==> src/rtl/abr_be_ram_arb_ctrl.sv <==
// Two-client round-robin arbiter plus zeroize sweep in front of a 1R1W byte-enable RAM.
// Grants are combinational (0 cycles), read data valid 1 cycle after grant, no backpressure; clear blocks clients for DEPTH cycles.
module abr_be_ram_arb_ctrl #(
   parameter int DEPTH        = 64,
   parameter int DATA_WIDTH   = 32,
   parameter int STROBE_WIDTH = 8,
   localparam int AW = $clog2(DEPTH),
   localparam int NB = DATA_WIDTH / STROBE_WIDTH
) (
   input  logic                       clk_i,
   input  logic                       rst_i,
   input  logic                       zeroize_i,
   output logic                       busy_o,
   input  logic [1:0]                 wr_req_i,
   output logic [1:0]                 wr_gnt_o,
   input  logic [1:0][AW-1:0]         wr_addr_i,
   input  logic [1:0][NB-1:0]         wr_strobe_i,
   input  logic [1:0][DATA_WIDTH-1:0] wr_data_i,
   input  logic [1:0]                 rd_req_i,
   output logic [1:0]                 rd_gnt_o,
   input  logic [1:0][AW-1:0]         rd_addr_i,
   output logic [1:0]                 rd_valid_o,
   output logic [DATA_WIDTH-1:0]      rd_data_o,
   output logic                       ram_we_o,
   output logic [NB-1:0]              ram_wstrobe_o,
   output logic [AW-1:0]              ram_waddr_o,
   output logic [DATA_WIDTH-1:0]      ram_wdata_o,
   output logic                       ram_re_o,
   output logic [AW-1:0]              ram_raddr_o,
   input  logic [DATA_WIDTH-1:0]      ram_rdata_i
);

   typedef enum logic {IDLE, CLEAR} state_e;

   state_e        state_q, state_d;
   logic [AW-1:0] cnt_q, cnt_d;
   logic          wr_ptr_q, wr_ptr_d;
   logic          rd_ptr_q, rd_ptr_d;
   logic [1:0]    rd_valid_q, rd_valid_d;

   // ptr selects the winner only on contention; a lone requester always wins.
   function automatic logic [1:0] rr_pick(input logic [1:0] req, input logic ptr);
      logic [1:0] gnt;
      if (req == 2'b11) gnt = ptr ? 2'b10 : 2'b01;
      else              gnt = req;
      return gnt;
   endfunction

   always_comb begin
      state_d       = state_q;
      cnt_d         = cnt_q;
      wr_ptr_d      = wr_ptr_q;
      rd_ptr_d      = rd_ptr_q;
      wr_gnt_o      = 2'b00;
      rd_gnt_o      = 2'b00;
      ram_we_o      = 1'b0;
      ram_wstrobe_o = '0;
      ram_waddr_o   = '0;
      ram_wdata_o   = '0;
      ram_re_o      = 1'b0;
      ram_raddr_o   = '0;

      case (state_q)
         IDLE: begin
            wr_gnt_o = rr_pick(wr_req_i, wr_ptr_q);
            rd_gnt_o = rr_pick(rd_req_i, rd_ptr_q);
            if (zeroize_i) begin
               state_d = CLEAR;
               cnt_d   = '0;
            end
         end
         CLEAR: begin
            ram_we_o      = 1'b1;
            ram_wstrobe_o = '1;
            ram_waddr_o   = cnt_q;
            if (cnt_q == AW'(DEPTH - 1)) begin
               state_d = IDLE;
               cnt_d   = '0;
            end else begin
               cnt_d = cnt_q + 1'b1;
            end
         end
         default: state_d = IDLE;
      endcase

      if (wr_gnt_o[0]) begin
         ram_we_o      = 1'b1;
         ram_wstrobe_o = wr_strobe_i[0];
         ram_waddr_o   = wr_addr_i[0];
         ram_wdata_o   = wr_data_i[0];
         wr_ptr_d      = 1'b1;
      end else if (wr_gnt_o[1]) begin
         ram_we_o      = 1'b1;
         ram_wstrobe_o = wr_strobe_i[1];
         ram_waddr_o   = wr_addr_i[1];
         ram_wdata_o   = wr_data_i[1];
         wr_ptr_d      = 1'b0;
      end

      if (rd_gnt_o[0]) begin
         ram_re_o    = 1'b1;
         ram_raddr_o = rd_addr_i[0];
         rd_ptr_d    = 1'b1;
      end else if (rd_gnt_o[1]) begin
         ram_re_o    = 1'b1;
         ram_raddr_o = rd_addr_i[1];
         rd_ptr_d    = 1'b0;
      end

      rd_valid_d = rd_gnt_o;
   end

   always_ff @(posedge clk_i) begin
      if (rst_i) begin
         state_q    <= IDLE;
         cnt_q      <= '0;
         wr_ptr_q   <= 1'b0;
         rd_ptr_q   <= 1'b0;
         rd_valid_q <= 2'b00;
      end else begin
         state_q    <= state_d;
         cnt_q      <= cnt_d;
         wr_ptr_q   <= wr_ptr_d;
         rd_ptr_q   <= rd_ptr_d;
         rd_valid_q <= rd_valid_d;
      end
   end

   assign busy_o     = (state_q == CLEAR);
   assign rd_valid_o = rd_valid_q;
   assign rd_data_o  = ram_rdata_i;

endmodule

==> config.mk <==
export PLATFORM = sky130hd
export DESIGN_NAME = abr_be_ram_arb_ctrl
export DESIGN_NICKNAME = d
export VERILOG_FILES = /design/src/rtl/abr_be_ram_arb_ctrl.sv
export SDC_FILE = /design/constraint.sdc
export NUM_CORES = 1
export LEC_CHECK = 0
export BUFFER_PORTS_ARGS = -buffer_cell sky130_fd_sc_hd__buf_4
export CAP_MARGIN = 15
export CORE_ASPECT_RATIO = 0.7
export CORE_MARGIN = 8
export CORE_UTILIZATION = 28
export CTS_CLUSTER_SIZE = 10
export DETAILED_ROUTE_END_ITERATION = 10
export PLACE_DENSITY = 0.85
export SLEW_MARGIN = 5
export SYNTH_ARGS = -nofsm -noshare
export SYNTH_HDL_FRONTEND = slang
export SYNTH_SLANG_ARGS = --single-unit
==> constraint.sdc <==
create_clock -name clk_i -period 1.3 [get_ports clk_i]
set_input_delay 0.195 -clock clk_i [delete_from_list [all_inputs] [get_ports clk_i]]
set_output_delay 0.195 -clock clk_i [all_outputs]
set_load 0.02 [all_outputs]
Yosys cells after proc, flatten, opt, wreduce, memory -nomap -nowiden
Cells that the tools add are included.
{"block": "classes", "add_sub_neg": 1, "n_mul": 0, "n_div": 0, "n_lt_le_gt_ge": 0, "n_eq_ne": 4, "shifts": 0, "mux": 31, "n_bitwise": 1, "reduce_logical": 2}
{"cell": "32-bit two-way mux", "n": 2}
{"cell": "6-bit two-way mux", "n": 7}
{"cell": "2-bit two-way mux", "n": 6}
{"cell": "4-bit two-way mux", "n": 3}
{"cell": "6-bit one-hot mux with 2 select lines", "n": 1}
{"cell": "1-bit two-way mux", "n": 11}
{"cell": "6-bit by 1-bit adder with 6-bit output, second input constant", "n": 1}
{"cell": "6-bit == test, second input constant", "n": 1}
{"cell": "2-bit == test, second input constant", "n": 2}
{"cell": "2-bit nonzero test", "n": 2}
{"cell": "2-bit inequality test, second input constant", "n": 1}
{"cell": "1-bit one-hot mux with 2 select lines", "n": 1}
{"cell": "1-bit NOT", "n": 1}
{"block": "totals", "reg_bits": 11, "latchBits": 0, "mem_bits_rw": 0, "mem_bits_ro": 0, "input_bits": 135, "output_inout_bits": 89, "word_cells": 44, "n_memories": 0}

Depth between registers and ports, before layout
{"block": "logic_depth", "ltp_word": 5, "depth_mapped": 7, "mapped_depth_nobuf": 4}

Worst setup path after synthesis
No wires, ideal clock.
{"block": "synth_path", "path_type": "register -> output", "from": "register state_q, in the netlist busy_o", "to": "output ram_raddr_o[0]", "arrival_time_ns": 1.380, "required_ns": 1.105, "slack_ns": -0.275, "stages_incl_launch_ff": 6, "path_buffers": 2, "cell_sequence": "dfxtp_1 > buf_4 > inv_2 > o211a_1 > clkbuf_1 > a22o_1"}
{"block": "synth_between", "elab_chain_len": 3}
{"element": "start: declaration", "line": "35", "rtl": "state_e state_q, state_d;"}
{"element": "start signal: assignment", "line": "121", "rtl": "state_q <= state_d;"}
{"element": "2-bit two-way mux", "line": "63", "rtl": "case (state_q)"}
{"element": "named net rd_gnt_o[1]", "line": "20", "rtl": "output logic [1:0] rd_gnt_o,"}
{"element": "6-bit two-way mux", "line": "104", "rtl": "end else if (rd_gnt_o[1]) begin"}
{"element": "6-bit two-way mux", "line": "100", "rtl": "if (rd_gnt_o[0]) begin"}
{"element": "end: declaration", "line": "29", "rtl": "output logic [AW-1:0] ram_raddr_o,"}
The timed path passes the listed nets, and every way through them passes these cells.

Worst setup path in the final report
{"block": "layout_path", "from": "register wr_ptr_q", "to": "output ram_wdata_o[8]"}
{"block": "layout_between", "elab_chain_len": 5}
{"element": "start: declaration", "line": "37", "rtl": "logic wr_ptr_q, wr_ptr_d;"}
{"element": "start signal: assignment", "line": "123", "rtl": "wr_ptr_q <= wr_ptr_d;"}
{"element": "2-bit two-way mux * (2 in series)", "line": "44", "rtl": "if (req == 2'b11) gnt = ptr ? 2'b10 : 2'b01;"}
{"element": "2-bit two-way mux *", "line": "63"}
{"element": "32-bit two-way mux", "line": "92", "rtl": "end else if (wr_gnt_o[1]) begin"}
{"element": "32-bit two-way mux *", "line": "86", "rtl": "if (wr_gnt_o[0]) begin"}
{"element": "end: declaration", "line": "27", "rtl": "output logic [DATA_WIDTH-1:0] ram_wdata_o,"}
Every way passes the cells marked *; elsewhere a longest branch is shown, timed or not.

==> metrics.md <==
| Metric | Value |
|---|---|
| Iter 0 DRT Violations | 49 |
| Dominant synthesized flop cell | dfxtp_1 |
| Worst Skew | 1.316 ps |
| WP data required | 1110 ps |
| DR vias/cell | roughly 5.2 |
| Antenna cells | 0 |
| Worst vdd ir | 0.0003979 V |
| Syn nets | ~300 |
| Synthesized area | between 1000 and 1500 um^2 |
| CP Launch Type | flip-flop |
| Gr usage total | 0.1782 |
| Finished Layout Cells | 364 |
| Post-route DRC | 0 |
| Final setup viols | between 50 and 60 |
| Status | complete, but fails checks |
| Overflow after GRT | 0 |
| Vias in the first global route | 1,982 |
| Area contributors post-synth | a22o_1 (25%), buf_4 (21%), dfxtp_1 (16%), a221o_1 (7.4%), a21oi_1 (3.0%) |
| Worst-Skew Late Latency | 240 ps |
| Arrival time worst endpoint | 1500 ps |
| Syn Inst Count | 167 |
| Worst-Margin Slew | 257.2 ps |
| Placeable core area | 4703 um^2 |
| Cell taking the most area after synthesis | a22o_1 |
| HPWL after DPL | 5788 um |
| Die area | around 7300 um^2 |
| Area delta synth->final | 130.1% |
| Num ports | 224 |
| Gpl congestion | 0.8383 |
| Die Y | 73.99 um |
| DP Cell Count | approximately 350 |
| Clock Tree Root | clkbuf_8 |
| Syn Area/Cell | 8.054 um^2 |
| Slew Viols, Final | 0 |
| Post-synth ARST share | 0 |
| Most common library cells after synthesis | a22o_1 (38), buf_4 (37), dfxtp_1 (11), a221o_1 (10), a21oi_1 (8) |
| Die X | 98.84 um |
| CTS HTree Levels | 1 |
| CP endpoint kind | primary output |
| Post-synth top area share | 0.2474 |
| Clk sink count | 11 |
| WL final | 7493 um |
| Hold Path Class | primary input to flip-flop |
| Register area | 229.0 um^2 |
| Min Tclk post-route | 1695 ps |
| Final hold violation count | 0 |
| Starting Density | 0.2860 |
| Max-slew headroom | 0.8279 |
| # fillers | 369 |
| Unrepaired setup endpoints after global routing | yes |
| Pwr per Cell Area | 665.6 nW/um^2 |
| Vias post-DR | 1,897 |
| DRT Pass-1 Iters | 4 |
| First-pass GRT wire length | around 10,000 um |
| Share of post-route cells with drive strength above 1 | 0.7427 |
| Failing checks | setup timing |
| Top-count cell post-synth | a22o_1 |
| Max Freq | 590.0 MHz |
| Routed WL per cell | between 20 and 25 um |
| Fin util | 0.6582 |
| Leakage power | around 1.5 nW |
| Final net count | 444 |
| CTS buffer count | 3 |
| YS warnings | 0 |
| Number of synthesized flops with an enable pin | 0 |
| R2r setup slk | 10 ps |
| Clock tree buffer depth | 2 |
| Max Cap Violations | 0 |
| Final setup margin | -394.9 ps |
| Port Buffers | 159 |
| ANT nets after route | 0 |
| Cell Rows | 21 |
| Initial antenna violation count | 0 |
| Synth cell types | 30 |
| Crit path kind | flip-flop to primary output |
| Clock Pin Slew Worst Setup and Hold Paths | 50 ps |
| Seq cells post-synth | 11 |
| CP max FO | 10 |
| Multi-input logic area | 1003 um^2 |
| TritonCTS clock tree | done |
| Final Cycle Share | 1.304 |
| Seq/Total Area, Yosys | 0.1637 |
| Largest net degree at the start of global routing | 25 |
cell usage in the layout, fill, tap and decap left out, drive strengths merged, types with 6 or more instances in the layout:
| cell | synthesis | routed |
|---|---|---|
| a22o | 38 | 38 |
| inv | 6 | 6 |
| dfxtp | 11 | 11 |
| and2 | 6 | 6 |
| buf | 44 | 181 |
| nand2 | 6 | 6 |
| a221o | 10 | 10 |
| a21oi | 8 | 8 |
| clkbuf | 4 | 7 |
kinds of logic (layout without fill, tap and decap cells):
kind of cell | Yosys count | after routing | share of synthesized area
AOI/OAI and AO/OA | 71 | 71 | 0.4409
buffers and inverters | 54 | 194 | 0.2698
and+or+nand+nor | 30 | 30 | 0.1163
DFF | 11 | 11 | 0.1637
adders and majority gates | 1 | 1 | 0.009301
worst max-delay path, cell delays in order (launching register included):
cell and delay [ps]:
dfxtp_2 350, inv_2 60, a211oi_4 250, buf_6 160, buf_12 130, a22o_1 170, buf_6 130
flip-flops by register name, indices dropped and copies added (netlist names):
register,cells
cnt_q,6
rd_ptr_q,1
rd_valid_o,2
wr_ptr_q,1
busy_o,1
area by class of cell:
cell class / count / area share
Tap cell: 57 / 0.02304
Sequential cell: 11 / 0.07397
Inverter: 6 / 0.008892
Clock buffer: 4 / 0.01455
Multi-Input combinational cell: 102 / 0.3242
Timing Repair Buffer: 184 / 0.5554
final timing paths:
kind,start,to,cells after the start
worst max-delay path,wr_ptr_q,ram_wdata_o[8],6
worst min-delay path,rst_i,wr_ptr_q,2
worst max register to register,busy_o,cnt_q[5],4
worst min register to register,cnt_q[5],cnt_q[5],2
per-stage QoR:
stage	hold slack [ps]	setup slack [ps]	instance area [um^2]	setup TNS, ps	power (mW)
6_report	206.0	-394.9	3095	-16810	2.060
5_1_grt	205.6	-441.7	3095	-19260	2.153
4_1_cts	206.3	-385.8	2899	-16970	1.960
3_5_place_dp	390.1	-174.8	2628	-4858	1.495
3_3_place_gp	390.1	-157.2	2628	-4270	1.476
2_1_floorplan	266.6	-55.70	1572	-1575	1.078
per-layer routing:
| layer | up-vias | global-route usage | wire (um) |
|---|---|---|---|
| met4 | 0 | 0.06091 | 72 |
| met5 | - | 0 | 0 |
| met1 | 877 | 0.2012 | 2985 |
| li1 | 882 | - | - |
| met3 | 15 | 0.08224 | 838 |
| met2 | 123 | 0.2940 | 3596 |
timing repair:
action	in CTS	in global routing
gates resized for setup	44	35
hold buffers	0	0
setup endpoints to repair	53	59
pin swaps	9	16
endpoints found under the hold margin	0	0
gates cloned	1	4
buffers inserted	5	1
report_power, final:
| group | switching [mW] | internal, mW |
|---|---|---|
| registers | 0.0185 | 0.353 |
| logic | 0.568 | 0.774 |
| clock network | 0.132 | 0.216 |
Note: power is estimated with default switching activity, not from simulation.
